--- src/rtl/bc_pkg.sv ---
// Shared types and helpers for the two-player Bulls & Cows engine.
// The state encoding drives the external display block through state_o.
package bc_pkg;

  typedef enum logic [3:0] {
    StP1Setup = 4'd0,
    StP2Setup = 4'd1,
    StP1Guess = 4'd2,
    StP2Guess = 4'd3,
    StCheck   = 4'd4,
    StScore   = 4'd5,
    StShow    = 4'd6,
    StWin     = 4'd7,
    StDraw    = 4'd8
  } bc_state_t;

  localparam int unsigned MaxWordW  = 64;
  localparam int unsigned MaxDigitW = 8;

  localparam logic [MaxDigitW-1:0] NULL_DIGIT = '1;

  // Callers zero-extend their word to MaxWordW and truncate the result to their digit width.
  function automatic logic [MaxDigitW-1:0] get_digit(input logic [MaxWordW-1:0] word,
                                                     input int unsigned       idx,
                                                     input int unsigned       width);
    logic [MaxWordW-1:0] shifted;
    logic [MaxWordW-1:0] mask;
    if (width == 0 || width > MaxDigitW) return NULL_DIGIT;
    shifted = word >> (idx * width);
    mask    = (MaxWordW'(1) << width) - MaxWordW'(1);
    return MaxDigitW'(shifted & mask);
  endfunction

endpackage

--- src/rtl/bc_scorer.sv ---
// Sequential bulls/cows scorer: walks one guess digit per cycle against the secret.
// bulls/cows/done are combinational so the final totals are ready on the last digit's cycle.
module bc_scorer
  import bc_pkg::*;
#(
  parameter int unsigned N_DIGITS = 4,
  parameter int unsigned DIGIT_W  = 4,
  parameter int unsigned CNT_W    = $clog2(N_DIGITS + 1)
) (
  input  logic                        clock,
  input  logic                        reset,
  input  logic                        start,
  input  logic [N_DIGITS*DIGIT_W-1:0] guess,
  input  logic [N_DIGITS*DIGIT_W-1:0] secret,
  output logic [CNT_W-1:0]            bulls,
  output logic [CNT_W-1:0]            cows,
  output logic                        done
);

  localparam int unsigned IdxW = $clog2(N_DIGITS);

  logic               active_q;
  logic [IdxW-1:0]    idx_q;
  logic [CNT_W-1:0]   bulls_acc_q;
  logic [CNT_W-1:0]   cows_acc_q;
  logic [DIGIT_W-1:0] g_dig;
  logic               bull_hit;
  logic               cow_hit;

  always_comb begin
    g_dig    = DIGIT_W'(get_digit(MaxWordW'(guess), 32'(idx_q), DIGIT_W));
    bull_hit = 1'b0;
    cow_hit  = 1'b0;
    for (int unsigned j = 0; j < N_DIGITS; j++) begin
      if (g_dig == DIGIT_W'(get_digit(MaxWordW'(secret), j, DIGIT_W))) begin
        if (j == 32'(idx_q)) bull_hit = 1'b1;
        else                 cow_hit  = 1'b1;
      end
    end
  end

  assign done  = active_q && (32'(idx_q) == N_DIGITS - 1);
  assign bulls = bulls_acc_q + CNT_W'(active_q && bull_hit);
  assign cows  = cows_acc_q + CNT_W'(active_q && cow_hit && !bull_hit);

  always_ff @(posedge clock) begin
    if (reset) begin
      active_q    <= 1'b0;
      idx_q       <= '0;
      bulls_acc_q <= '0;
      cows_acc_q  <= '0;
    end else if (start) begin
      active_q    <= 1'b1;
      idx_q       <= '0;
      bulls_acc_q <= '0;
      cows_acc_q  <= '0;
    end else if (active_q) begin
      bulls_acc_q <= bulls;
      cows_acc_q  <= cows;
      if (done) active_q <= 1'b0;
      else      idx_q    <= idx_q + IdxW'(1);
    end
  end

endmodule

--- src/rtl/bulls_cows_engine.sv ---
// Two-player Bulls & Cows controller: secret capture, legality check, turn
// alternation, round counting and win/draw detection. Display formatting lives elsewhere.
module bulls_cows_engine
  import bc_pkg::*;
#(
  parameter int unsigned N_DIGITS   = 4,
  parameter int unsigned DIGIT_W    = 4,
  parameter int unsigned MAX_DIGIT  = 9,
  parameter int unsigned MAX_ROUNDS = 0,
  parameter int unsigned CNT_W      = $clog2(N_DIGITS + 1)
) (
  input  logic                        clock,
  input  logic                        reset,
  input  logic                        confirma,
  input  logic [N_DIGITS*DIGIT_W-1:0] SW,
  output logic [3:0]                  state_o,
  output logic                        player_o,
  output logic [CNT_W-1:0]            bulls,
  output logic [CNT_W-1:0]            cows,
  output logic                        result_valid,
  output logic                        reject,
  output logic [7:0]                  round_o,
  output logic                        winner_valid,
  output logic                        winner,
  output logic                        draw
);

  localparam int unsigned WordW = N_DIGITS * DIGIT_W;

  bc_state_t          state_q, state_d, ret_q;
  logic [WordW-1:0]   cap_q, p1_secret_q, p2_secret_q;
  logic               player_q, winner_q, result_valid_q, reject_q;
  logic [CNT_W-1:0]   bulls_q, cows_q;
  logic [7:0]         round_q;
  logic [DIGIT_W-1:0] cap_digits [N_DIGITS];
  logic               legal, sc_start, sc_done, is_win, hits_limit;
  logic [CNT_W-1:0]   sc_bulls, sc_cows;

  always_comb begin
    legal = 1'b1;
    for (int unsigned k = 0; k < N_DIGITS; k++) begin
      cap_digits[k] = DIGIT_W'(get_digit(MaxWordW'(cap_q), k, DIGIT_W));
    end
    for (int unsigned k = 0; k < N_DIGITS; k++) begin
      if (32'(cap_digits[k]) > MAX_DIGIT) legal = 1'b0;
      for (int unsigned j = k + 1; j < N_DIGITS; j++) begin
        if (cap_digits[k] == cap_digits[j]) legal = 1'b0;
      end
    end
  end

  assign sc_start   = (state_q == StCheck) && legal &&
                      (ret_q == StP1Guess || ret_q == StP2Guess);
  assign is_win     = (32'(bulls_q) == N_DIGITS);
  assign hits_limit = (MAX_ROUNDS != 0) && (32'(round_q) + 32'd1 == MAX_ROUNDS);

  // Each player's guess is scored against the opponent's secret.
  bc_scorer #(
    .N_DIGITS(N_DIGITS),
    .DIGIT_W (DIGIT_W),
    .CNT_W   (CNT_W)
  ) u_scorer (
    .clock (clock),
    .reset (reset),
    .start (sc_start),
    .guess (cap_q),
    .secret(player_q ? p1_secret_q : p2_secret_q),
    .bulls (sc_bulls),
    .cows  (sc_cows),
    .done  (sc_done)
  );

  always_ff @(posedge clock) begin
    if (reset) state_q <= StP1Setup;
    else       state_q <= state_d;
  end

  always_comb begin
    state_d = state_q;
    unique case (state_q)
      StP1Setup, StP2Setup, StP1Guess, StP2Guess: if (confirma) state_d = StCheck;
      StCheck: begin
        if (!legal)                 state_d = ret_q;
        else if (ret_q == StP1Setup) state_d = StP2Setup;
        else if (ret_q == StP2Setup) state_d = StP1Guess;
        else                        state_d = StScore;
      end
      StScore: if (sc_done) state_d = StShow;
      StShow: begin
        if (confirma) begin
          if (is_win)        state_d = StWin;
          else if (player_q) state_d = hits_limit ? StDraw : StP1Guess;
          else               state_d = StP2Guess;
        end
      end
      StWin, StDraw: if (confirma) state_d = StP1Setup;
      default: state_d = StP1Setup;
    endcase
  end

  always_ff @(posedge clock) begin
    if (reset) begin
      ret_q          <= StP1Setup;
      cap_q          <= '0;
      p1_secret_q    <= '0;
      p2_secret_q    <= '0;
      player_q       <= 1'b0;
      winner_q       <= 1'b0;
      bulls_q        <= '0;
      cows_q         <= '0;
      round_q        <= '0;
      result_valid_q <= 1'b0;
      reject_q       <= 1'b0;
    end else begin
      result_valid_q <= 1'b0;
      reject_q       <= 1'b0;
      unique case (state_q)
        StP1Setup, StP2Setup, StP1Guess, StP2Guess: begin
          if (confirma) begin
            cap_q <= SW;
            ret_q <= state_q;
          end
        end
        StCheck: begin
          if (!legal)                 reject_q    <= 1'b1;
          else if (ret_q == StP1Setup) p1_secret_q <= cap_q;
          else if (ret_q == StP2Setup) p2_secret_q <= cap_q;
        end
        StScore: begin
          if (sc_done) begin
            bulls_q        <= sc_bulls;
            cows_q         <= sc_cows;
            result_valid_q <= 1'b1;
          end
        end
        StShow: begin
          if (confirma) begin
            if (is_win) begin
              winner_q <= player_q;
            end else if (player_q) begin
              if (round_q != 8'hFF) round_q <= round_q + 8'd1;
              if (!hits_limit) player_q <= 1'b0;
            end else begin
              player_q <= 1'b1;
            end
          end
        end
        StWin, StDraw: begin
          if (confirma) begin
            p1_secret_q <= '0;
            p2_secret_q <= '0;
            round_q     <= '0;
            bulls_q     <= '0;
            cows_q      <= '0;
            winner_q    <= 1'b0;
            player_q    <= 1'b0;
          end
        end
        default: ;
      endcase
    end
  end

  always_comb begin
    state_o      = state_q;
    player_o     = player_q;
    bulls        = bulls_q;
    cows         = cows_q;
    result_valid = result_valid_q;
    reject       = reject_q;
    round_o      = round_q;
    winner_valid = (state_q == StWin);
    winner       = winner_q;
    draw         = (state_q == StDraw);
  end

endmodule

--- config.mk ---
export PLATFORM = sky130hd
export DESIGN_NAME = bulls_cows_engine
export DESIGN_NICKNAME = d
export VERILOG_FILES = /design/src/rtl/bc_pkg.sv /design/src/rtl/bc_scorer.sv /design/src/rtl/bulls_cows_engine.sv
export SDC_FILE = /design/constraint.sdc
export NUM_CORES = 1
export LEC_CHECK = 0
export CORE_MARGIN = 2
export CORE_UTILIZATION = 44
export CTS_CLUSTER_SIZE = 16
export DETAILED_ROUTE_END_ITERATION = 6
export GPL_TIMING_DRIVEN = 0
export HOLD_SLACK_MARGIN = 0.12
export PLACE_DENSITY = 0.63
export SETUP_SLACK_MARGIN = 0.2
export SLEW_MARGIN = 30
export SYNTH_ARGS = -nofsm -noshare
export SYNTH_HDL_FRONTEND = slang
export SYNTH_HIERARCHICAL = 1
export SYNTH_SLANG_ARGS = --single-unit
--- constraint.sdc ---
create_clock -name clock -period 2.38 [get_ports clock]
set_input_delay 0.714 -clock clock [delete_from_list [all_inputs] [get_ports clock]]
set_output_delay 0.714 -clock clock [all_outputs]
set_load 0.02 [all_outputs]
==> impl_metrics.ini, run 1 <==
[run_status]
outcome = finished, violations left
violations = negative setup slack

[synth]
number_of_enable_type_register_cells_in_the_synthesized_netlist = 0
ys_top_cells_by_count = 83 x sky130_fd_sc_hd__dfxtp_1, 53 x sky130_fd_sc_hd__nand2_1, 38 x sky130_fd_sc_hd__nor2_1, 36 x sky130_fd_sc_hd__xnor2_1, 32 x sky130_fd_sc_hd__a22o_1
ys_seq_area_share_pct = 38.6
postSynthCellCount = 464
synth_top_area_share_pct = 38.6
seq_cells_post_synth = 83
ys_async_sr_fraction_pct = 0
netlist_top_cells_area = sky130_fd_sc_hd__dfxtp_1 39%, sky130_fd_sc_hd__xnor2_1 7.3%, sky130_fd_sc_hd__a22o_1 6.5%
synthesized_area_um2 = 4300
dominantRegCellSynth = sky130_fd_sc_hd__dfxtp_1
synth_top_area_cell = sky130_fd_sc_hd__dfxtp_1
synth_nets = 492
synthDistinctLibCells = 56
yosys.cell_count.top_type = sky130_fd_sc_hd__dfxtp_1
ys.warnings.count = 6
syn_avg_cell_area_um2 = 9.27

[global_route]
grt_first_pass_wirelength_mm = 16.3
grt_start_max_net_pins = 13
grt-ovfl-total = 0
gr-max-usage-layer = met2
number_of_global_route_vias_before_repair = 3203
grt_util_all_layers_pct = 20.1
grt_util_met3_pct = 3.32
antenna_found_initial = 0
groute.layer.met2.usage_pct = 30.5
grt_util_met1_pct = 28.6

[placement]
place.port_buffers = 41
dp_hpwl_mm = 7.36
gp_routability_congestion = 0.836
placed_cell_area_um2 = 4920

[clock_tree]
cts.reportedPaths.clkPinSlew_ns = 0.08
htreeDepth = 3
clk_lat_worst_skew_ns = 0.36
cts_root_buffer = sky130_fd_sc_hd__clkbuf_8
ctsLongestPathBuffers = 2
cts_tree = built
hold_buffers = 0
cts_buffers = 9
tritoncts_num_sinks = 83

[final_layout]
layout_cell_share_with_drive_strength_beyond_1_pct = 21.1
syn_to_final_growth_pct = 22.9
finalCoreUtilization_pct = 54.8
antennaDiodeCount = 0
area_of_all_placed_cells_without_fillers_um2 = 5290
final_nets = 550

[hold_path]
hold_class = reg -> reg
whs_path_depth = 1
hold_path_end = p1_secret_q[4]$_SDFFE_PP0P_
hold_start = p1_secret_q[4]$_SDFFE_PP0P_

[die]
die_height_um = 103
coreArea_um2 = 9640
pin_count = 43
fp.dieArea_um2 = 10600
rows = 36
die-width_um = 103
start_util_pct = 44.6

[run]
max-cap-violations = 0

[power_and_ir_drop]
total_leakage_power_nw = 2.03
irDropWorstVdd_uv = 344
total_power_w = 0.00284
power.density_cell_area_nw_per_um2 = 537

[route]
dr.pass1.iters = 5
wirelength_mm = 10.3
vias_per_cell = 5.31
drt_iter0_drc = 166
wl_per_cell_um = 15.7
vias = 3501
postRouteAntennaNets = 0
drc_errors = 0

[sta]
post-route-min-period_ns = 2.73
timing_max_transition_violations_final = 0
slew_headroom_pct = 64.1
post-route-worst-setup-slack_ns = -0.354
final-setup-viol-count = 12
worst-slew-pin-transition_ns = 0.539
grt_setup_unrepaired = true
fmax_mhz = 366
report.final.hold_viol_count = 0
fin_skew_ns = 0.00925
period_share_pct = 115

[critical_path]
arrival_ns = 2.97
worstSetupEndpointType = register
timing.critical_path.required_ns = 2.62
worst-setup-path-type = reg -> reg
r2r_setup_slack_ns = -0.35
crit_start = u_scorer/idx_q[0]$_SDFFE_PP0P_
timing.reg2reg.worst_path_depth = 11
critical_path.reg2reg.startpoint = u_scorer/idx_q[0]$_SDFFE_PP0P_
worst_r2r_end = cows[2]$_SDFFE_PP0P_
worstSetupStartpointType = register
worstPathMaxFanout = 5
## layer usage
layer / up-vias / wire length, um
met5: - / 0
met4: 0 / 153
met3: 10 / 330
met2: 64 / 4720
met1: 1674 / 5120
li1: 1753 / -
## where the power goes
group | switching, W | internal [W]
combinational | 0.000252 | 0.000200
clock | 0.000501 | 0.000457
sequential | 0.0000155 | 0.00141
## repair_timing
item / in CTS / in global routing
endpoints found under the setup margin: 28 / 49
pin swaps: 6 / 15
gates resized for setup: 25 / 30
setup buffers: 2 / 5
## metrics by stage
step | cells | TNS [ns] | hold slack, ns | setup WS [ns]
floorplan | 464 | -0.146 | 0.443 | -0.0981
global placement | 638 | -4.70 | 0.456 | -0.390
detailed placement | 638 | -6.18 | 0.459 | -0.431
CTS | 654 | -3.12 | 0.480 | -0.370
global route | 659 | -4.35 | 0.495 | -0.473
finish | 659 | -2.90 | 0.479 | -0.354
## cells in the final DEF (no fill, tap or decap), types with 12 or more instances in the layout
| cell type | synthesis | routed |
|---|---|---|
| sky130_fd_sc_hd__a21oi_1 | 24 | 24 |
| sky130_fd_sc_hd__a22o_1 | 32 | 32 |
| sky130_fd_sc_hd__buf_4 | 6 | 16 |
| sky130_fd_sc_hd__clkbuf_8 | 0 | 12 |
| sky130_fd_sc_hd__clkdlybuf4s50_1 | 0 | 37 |
| sky130_fd_sc_hd__dfxtp_1 | 83 | 77 |
| sky130_fd_sc_hd__inv_1 | 12 | 12 |
| sky130_fd_sc_hd__mux2_2 | 16 | 16 |
| sky130_fd_sc_hd__nand2_1 | 53 | 52 |
| sky130_fd_sc_hd__nor2_1 | 38 | 38 |
| sky130_fd_sc_hd__xnor2_1 | 36 | 31 |
| sky130_fd_sc_hd__xor2_1 | 13 | 13 |
## kinds of logic after synthesis
| logic type | share of synthesized area [%] |
|---|---|
| buf+inv | 7.13 |
| simple gates | 16.4 |
| mux | 8.38 |
| fa+ha+maj | 2.62 |
| flops | 38.6 |
| xor+xnor | 10.4 |
| compound gates | 16.5 |
## worst max path at each step
| stage | cells after the start | endpoint |
|---|---|---|
| finish | 11 | cows[2]$_SDFFE_PP0P_ |
| global route | 11 | cows[2]$_SDFFE_PP0P_ |
| CTS | 11 | cows[2]$_SDFFE_PP0P_ |
| detailed placement | 11 | cows[2]$_SDFFE_PP0P_ |
| global placement | 11 | cows[2]$_SDFFE_PP0P_ |
| floorplan | 11 | cows[2]$_SDFFE_PP0P_ |
## worst max-delay path, stage by stage, from the launching register on
cell and delay, ns:
sky130_fd_sc_hd__dfxtp_2 0.36, sky130_fd_sc_hd__buf_8 0.13, sky130_fd_sc_hd__mux4_2 0.61, sky130_fd_sc_hd__xnor2_1 0.20
sky130_fd_sc_hd__nand4_1 0.18, sky130_fd_sc_hd__o22a_1 0.27, sky130_fd_sc_hd__o2111a_1 0.15, sky130_fd_sc_hd__ha_2 0.19
sky130_fd_sc_hd__ha_4 0.16, sky130_fd_sc_hd__xor2_1 0.14, sky130_fd_sc_hd__a22oi_1 0.17, sky130_fd_sc_hd__nor2_1 0.05
## registers in the layout, summed over array words and instances, names as in the netlist
name and cells:
player_o 1, ret_q 4, u_scorer/active_q 1, u_scorer/idx_q 2, u_scorer/cows_acc_q 3, cap_q 16
p2_secret_q 16, u_scorer/bulls_acc_q 3, winner 1, reject 1, round_o 8, cows 3
p1_secret_q 16, state_o 4, result_valid 1, bulls 3
## final cells by class
type / count / area [um2]
Inverter: 12 / 45.0
Tap cell: 133 / 166
Fill cell: 908 / 4350
Buffer: 41 / 308
Clock buffer: 13 / 169
Multi-Input combinational cell: 327 / 2460
Sequential cell: 83 / 1670
Timing Repair Buffer: 48 / 458
Clock inverter: 2 / 10.0
(Power assumes the default switching activity.)
==> inputs of run 2 (changes only) <==
--- a/config.mk
+++ b/config.mk
@@ -9,9 +9,10 @@
 export CORE_UTILIZATION = 44
 export CTS_CLUSTER_SIZE = 16
 export DETAILED_ROUTE_END_ITERATION = 6
+export GPL_ROUTABILITY_DRIVEN = 0
 export GPL_TIMING_DRIVEN = 0
 export HOLD_SLACK_MARGIN = 0.12
-export PLACE_DENSITY = 0.63
+export PLACE_DENSITY_LB_ADDON = 0.3
 export SETUP_SLACK_MARGIN = 0.2
 export SLEW_MARGIN = 30
 export SYNTH_ARGS = -nofsm -noshare
==> run 2 against run 1 <==
The flow still finishes with violations (negative setup slack). Non-clock buffer count is 4 lower. Worst hold slack improved by 0.0011 ns. Utilization decreased by 0.61 points. Design area is 1.1% lower. Clock-buffer cell count shrank 3. Register-to-register slack hardly changed. Critical endpoint unchanged. Global-route usage grew 0.45 points. Largest cell class unchanged. Clock power rose by 4%. Worst setup slack improved by 0.0086 ns.
==> impl_metrics.ini, run 2 (synthesis results as in run 1) <==
[placement]
placed_cell_area_um2 = 4920
detailedPlace.worstSlack_ns = -0.370
place.port_buffers = 41
dpl.cell_count = 638
dp_hpwl_mm = 7.46

[sta]
fmax_mhz = 367
period_share_pct = 115
post-route-worst-setup-slack_ns = -0.345
worst-slew-pin-transition_ns = 0.517
report.final.hold_viol_count = 0
fin_skew_ns = 0.0101
final-setup-viol-count = 12
slew_headroom_pct = 65.6
grt_setup_unrepaired = true
timing_max_transition_violations_final = 0
post-route-min-period_ns = 2.73

[power_and_ir_drop]
irDropWorstVdd_uv = 310
comb_power_share_pct = 15.0
switching_power_w = 0.000761
total_leakage_power_nw = 2.03
internal_power_w = 0.00210
power_frac_clock_pct = 35.1
power.density_cell_area_nw_per_um2 = 547
total_power_w = 0.00286
sw_share_pct = 26.6
seq_power_share_pct = 49.9

[die]
coreArea_um2 = 9640
fp.dieArea_um2 = 10600
die_height_um = 103
start_util_pct = 44.6
rows = 36
pin_count = 43
die-width_um = 103

[route]
drt_iter0_drc = 252
wl_per_cell_um = 15.6
dr.pass1.iters = 5
vias = 3554
vias_per_cell = 5.43
postRouteAntennaNets = 0
wirelength_mm = 10.2
drc_errors = 0

[global_route]
grt_util_all_layers_pct = 20.6
grt_start_max_net_pins = 14
grt_first_pass_wirelength_mm = 16.9
grt-ovfl-total = 0
antenna_found_initial = 0
number_of_global_route_vias_before_repair = 3463

[critical_path]
worst-setup-path-type = reg -> reg
worstSetupStartpointType = register
worstSetupEndpointType = register
timing.critical_path.required_ns = 2.62
arrival_ns = 2.97
worstPathMaxFanout = 5

[run_status]
outcome = finished, violations left
violations = negative setup slack

[final_layout]
mostFrequentLayoutCells = 77 x sky130_fd_sc_hd__dfxtp_1, 53 x sky130_fd_sc_hd__nand2_1, 38 x sky130_fd_sc_hd__nor2_1
fill_cell_count = 900
antennaDiodeCount = 0
finish.cell_count_without_fillers = 655
area_of_all_placed_cells_without_fillers_um2 = 5230
layout.cells.most_common = sky130_fd_sc_hd__dfxtp_1
syn_to_final_growth_pct = 21.6
final_nets = 546
largest_registers = cap_q x16, p1_secret_q x16, p2_secret_q x16
layout_cell_share_with_drive_strength_beyond_1_pct = 20.3

[clock_tree]
cts_root_buffer = sky130_fd_sc_hd__clkbuf_8
cts_buffers = 9
htreeDepth = 3
cts.reportedPaths.clkPinSlew_ns = 0.08
ctsLongestPathBuffers = 2
cts_tree = built
tritoncts_num_sinks = 83
clk_lat_worst_skew_ns = 0.35
hold_buffers = 0

[run]
max-cap-violations = 0

[hold_path]
hold_class = reg -> reg
-- run 2: changes by cell type in the layout (fill, tap and decap cells not counted), sizes merged --
cell / before / now
buf: 34 / 31
bufinv: 0 / 1
clkbuf: 29 / 25
clkdlybuf4s50: 37 / 35
clkinv: 2 / 4
dlygate4sd2: 0 / 1
dlymetal6s2s: 2 / 3
-- run 2: power groups by stage --
stage	Combinational (W)	Clock [W]	Sequential, W
final	0.000429	0.00100	0.00143
after floorplan	0.000282	0	0.00146
after detailed placement	0.000403	0	0.00146
after CTS	0.000411	0.00103	0.00143
after global placement	0.000397	0	0.00146
after global routing	0.000465	0.00109	0.00143
-- run 2: cell type report --
| class | instances | area (um2) | share of cell area, % |
|---|---|---|---|
| repair buffers | 44 | 429 | 8.21 |
| flip-flops and latches | 83 | 1670 | 31.9 |
| plain buffers | 41 | 290 | 5.55 |
| multi-input cells | 327 | 2430 | 46.6 |
| clock inverters | 5 | 53.8 | 1.03 |
| well taps | 133 | 166 | 3.18 |
| clock buffers | 10 | 138 | 2.63 |
| inverters | 12 | 45.0 | 0.862 |
-- run 2: path summary, 6_finish.rpt --
path / startpoint / to / slack (ns) / cells past startpoint
setup reg to reg: u_scorer/idx_q[0]$_SDFFE_PP0P_ / cows[2]$_SDFFE_PP0P_ / -0.35 / 11
hold / removal: p2_secret_q[9]$_SDFFE_PP0P_ / p2_secret_q[9]$_SDFFE_PP0P_ / 0.48 / 1
setup / recovery: u_scorer/idx_q[0]$_SDFFE_PP0P_ / cows[2]$_SDFFE_PP0P_ / -0.35 / 11
hold reg to reg: p2_secret_q[9]$_SDFFE_PP0P_ / p2_secret_q[9]$_SDFFE_PP0P_ / 0.48 / 1
-- run 2: worst max-delay path, cell delays in order (launching register included) --
cell                       delay [ns]
sky130_fd_sc_hd__dfxtp_2         0.35
sky130_fd_sc_hd__buf_8           0.13
sky130_fd_sc_hd__mux4_2          0.61
sky130_fd_sc_hd__xnor2_1         0.20
sky130_fd_sc_hd__nand4_1         0.21
sky130_fd_sc_hd__o22a_1          0.27
sky130_fd_sc_hd__o2111a_1        0.15
sky130_fd_sc_hd__ha_2            0.19
sky130_fd_sc_hd__ha_4            0.16
sky130_fd_sc_hd__xor2_1          0.13
sky130_fd_sc_hd__a22oi_1         0.16
sky130_fd_sc_hd__nor2_1          0.06
-- run 2: what timing repair did --
item                       4_1_cts  5_1_grt
pin swaps                        8        9
resized for setup               19       23
buffers inserted                 3        0
setup endpoints to repair       28       41
-- run 2: routing by layer --
layer	global-route usage (%)	wire length, um	up-vias
met3	4.68	482	11
li1	-	-	1732
met5	0	0	-
met1	29.4	4890	1720
met2	30.9	4700	91
met4	6.48	169	0
-- run 2: through the flow --
step | hold slack (ns) | util [%] | setup TNS (ns)
2_1_floorplan | 0.443 | - | -0.146
3_3_place_gp | 0.455 | 51.0 | -5.28
3_5_place_dp | 0.460 | 51.0 | -5.55
4_1_cts | 0.482 | 53.7 | -2.47
5_1_grt | 0.501 | 54.2 | -3.98
6_report | 0.481 | 54.2 | -2.62
==> inputs of run 3 (changes only) <==
--- a/config.mk
+++ b/config.mk
@@ -5,6 +5,7 @@
 export SDC_FILE = /design/constraint.sdc
 export NUM_CORES = 1
 export LEC_CHECK = 0
+export CORE_ASPECT_RATIO = 0.5
 export CORE_MARGIN = 2
 export CORE_UTILIZATION = 44
 export CTS_CLUSTER_SIZE = 16
@@ -17,5 +18,4 @@
 export SLEW_MARGIN = 30
 export SYNTH_ARGS = -nofsm -noshare
 export SYNTH_HDL_FRONTEND = slang
-export SYNTH_HIERARCHICAL = 1
 export SYNTH_SLANG_ARGS = --single-unit
==> run 3 against run 2 <==
The flow still finishes with violations (negative setup slack). Synthesized area increased by 1.3%. Highest routed layer unchanged. Maximum frequency is 4.2% lower. Sequential share of layout area shrank 2.5 points. Largest cell class unchanged.
==> impl_metrics.ini, run 3 <==
[run]
max-cap-violations = 0

[clock_tree]
tritoncts_num_sinks = 83
ctsLongestPathBuffers = 2
cts_root_buffer = sky130_fd_sc_hd__clkbuf_16
htreeDepth = 3
cts.reportedPaths.clkPinSlew_ns = 0.06
cts_buffers = 9
cts_tree = built
clk_lat_worst_skew_ns = 0.35
hold_buffers = 0

[synth]
yosys.cell_count.top_type = sky130_fd_sc_hd__dfxtp_1
number_of_enable_type_register_cells_in_the_synthesized_netlist = 0
synth_nets = 504
ys.warnings.count = 0
synth_top_area_cell = sky130_fd_sc_hd__dfxtp_1
postSynthCellCount = 476
ys_async_sr_fraction_pct = 0
seq_cells_post_synth = 83
synthesized_area_um2 = 4350
ys_seq_area_share_pct = 38.2
dominantRegCellSynth = sky130_fd_sc_hd__dfxtp_1
synthDistinctLibCells = 57
netlist_top_cells_area = sky130_fd_sc_hd__dfxtp_1 38%, sky130_fd_sc_hd__xnor2_1 6.8%, sky130_fd_sc_hd__a22oi_2 5.7%
synth_top_area_share_pct = 38.2
syn_avg_cell_area_um2 = 9.15
ys_top_cells_by_count = 83 x sky130_fd_sc_hd__dfxtp_1, 65 x sky130_fd_sc_hd__nor2_1, 49 x sky130_fd_sc_hd__nand2_1, 34 x sky130_fd_sc_hd__xnor2_1, 23 x sky130_fd_sc_hd__a21oi_1

[global_route]
number_of_global_route_vias_before_repair = 3415
grt-ovfl-total = 0
grt_first_pass_wirelength_mm = 17.4
antenna_found_initial = 0
grt_start_max_net_pins = 16
grt_util_all_layers_pct = 21.3

[critical_path]
critical-path-max-stage-delay_ns = 0.63
timing.critical_path.required_ns = 2.66
worstPathMaxFanout = 4
cp_slowest_cell = sky130_fd_sc_hd__mux4_2
worstSetupEndpointType = register
worstSetupStartpointType = register
timing.critical_path.buf_inv = 1
arrival_ns = 3.12
worst-setup-path-type = reg -> reg
worstPathCellList = buf_6 > mux4_2 > xnor2_1 > nor4_4 > a22oi_2 > nand3_1 > a31oi_2 > ha_2 > ha_4 > xor2_1 > a22oi_1 > nor2_1
critical-path-top-delay-family = multiplexers

[run_status]
violations = negative setup slack
outcome = finished, violations left

[route]
postRouteAntennaNets = 0
drc_errors = 0
wl_per_cell_um = 16.3
vias_per_cell = 5.37
drt_iter0_drc = 284
wl_met2_mm = 4.91
vias = 3641
route.layer.met1.wl_mm = 5.34
dr.pass1.iters = 5
route.top_layer_used = met4
met3WireLength_um = 618
wirelength_mm = 11.0

[final_layout]
multi_input_combinational_cell_area_um2 = 2690
layout_cell_share_with_drive_strength_beyond_1_pct = 24.1
antennaDiodeCount = 0
final_nets = 566
register_area_um2 = 1670
area_of_all_placed_cells_without_fillers_um2 = 5670
fill_cell_count = 822
syn_to_final_growth_pct = 30.2
mostFrequentLayoutCells = 81 x sky130_fd_sc_hd__dfxtp_1, 65 x sky130_fd_sc_hd__nor2_1, 49 x sky130_fd_sc_hd__nand2_1
largest_registers = cap_q x16, p1_secret_q x16, p2_secret_q x16
layout.cells.most_common = sky130_fd_sc_hd__dfxtp_1

[sta]
grt_setup_unrepaired = true
slew_headroom_pct = 48.6
worst-slew-pin-transition_ns = 0.765
report.final.hold_viol_count = 0
finalSetupTns_ns = -4.20
final-setup-viol-count = 12
post-route-worst-setup-slack_ns = -0.464
fin_hold_ws_ns = 0.497
fin_skew_ns = 0.00844
period_share_pct = 119
post-route-min-period_ns = 2.84
fmax_mhz = 352
timing_max_transition_violations_final = 0

[power_and_ir_drop]
comb_power_share_pct = 18.0
sw_share_pct = 27.1
irDropWorstVdd_uv = 361
internal_power_w = 0.00263
power_frac_clock_pct = 42.2
seq_power_share_pct = 39.8
total_power_w = 0.00361
switching_power_w = 0.000979
total_leakage_power_nw = 2.11
power.density_cell_area_nw_per_um2 = 637

[die]
start_util_pct = 45.6
die-width_um = 145
coreArea_um2 = 9540
fp.dieArea_um2 = 10800
die_height_um = 74.3
pin_count = 43
rows = 25

[placement]
place.port_buffers = 41
dp_hpwl_mm = 7.23
placed_cell_area_um2 = 4970
detailedPlace.worstSlack_ns = -0.714

[hold_path]
hold_class = reg -> reg
-- run 3: layout make-up --
| cell class | instances | share of cell area (%) |
|---|---|---|
| Buffer | 43 | 5.50 |
| Clock buffer | 9 | 3.97 |
| Clock inverter | 7 | 1.77 |
| Inverter | 6 | 0.397 |
| Multi-Input combinational cell | 344 | 47.5 |
| Sequential cell | 83 | 29.4 |
| Tap cell | 135 | 2.98 |
| Timing Repair Buffer | 51 | 8.47 |
-- run 3: per-stage QoR --
step           cells  utilization (%)
2_1_floorplan    476                -
3_5_place_dp     652             52.1
3_3_place_gp     652             52.1
6_report         678             59.4
5_1_grt          678             59.4
4_1_cts          676             57.9
-- run 3: kinds of logic after synthesis --
| group | count (synthesis) | share of synthesized area [%] |
|---|---|---|
| AOI/OAI and AO/OA | 90 | 16.9 |
| buffers and inverters | 49 | 6.61 |
| muxes | 25 | 6.90 |
| DFF | 83 | 38.2 |
| and+or+nand+nor | 168 | 18.4 |
| adders and majority gates | 9 | 2.59 |
| xor gates and xnor gates | 52 | 10.5 |
-- run 3: repair_timing --
action                     in CTS  in global routing
gates resized for setup        36                 34
setup endpoints to repair      40                 52
buffers inserted                8                  2
pin swaps                      17                 11
-- run 3: final timing paths --
path | startpoint | to | slack, ns | cells after the start
max | u_scorer.idx_q[0]$_SDFFE_PP0P_ | cows[2]$_SDFFE_PP0P_ | -0.46 | 12
min | ret_q[1]$_SDFFE_PP0P_ | ret_q[1]$_SDFFE_PP0P_ | 0.50 | 2
max reg2reg | u_scorer.idx_q[0]$_SDFFE_PP0P_ | cows[2]$_SDFFE_PP0P_ | -0.46 | 12
min reg2reg | ret_q[1]$_SDFFE_PP0P_ | ret_q[1]$_SDFFE_PP0P_ | 0.50 | 2
-- run 3: layer usage --
layer / vias to the layer above / track usage (%)
met4: 0 / 7.23
li1: 1767 / -
met3: 15 / 5.15
met5: - / 0
met2: 99 / 33.7
met1: 1760 / 29.0
-- run 3: power groups by stage --
stage          Sequential (W)  Clock (W)  Combinational, W
2_1_floorplan         0.00147          0          0.000387
3_3_place_gp          0.00147          0          0.000526
3_5_place_dp          0.00147          0          0.000531
4_1_cts               0.00144    0.00153          0.000593
5_1_grt               0.00144    0.00159          0.000693
6_report              0.00144    0.00152          0.000650
-- run 3: worst reg2reg max path, stage by stage (launching register included) --
cell and delay [ns]:
sky130_fd_sc_hd__dfxtp_2 0.34, sky130_fd_sc_hd__buf_6 0.13, sky130_fd_sc_hd__mux4_2 0.63, sky130_fd_sc_hd__xnor2_1 0.31
sky130_fd_sc_hd__nor4_4 0.10, sky130_fd_sc_hd__a22oi_2 0.23, sky130_fd_sc_hd__nand3_1 0.12, sky130_fd_sc_hd__a31oi_2 0.20
sky130_fd_sc_hd__ha_2 0.22, sky130_fd_sc_hd__ha_4 0.13, sky130_fd_sc_hd__xor2_1 0.18, sky130_fd_sc_hd__a22oi_1 0.08
sky130_fd_sc_hd__nor2_1 0.12
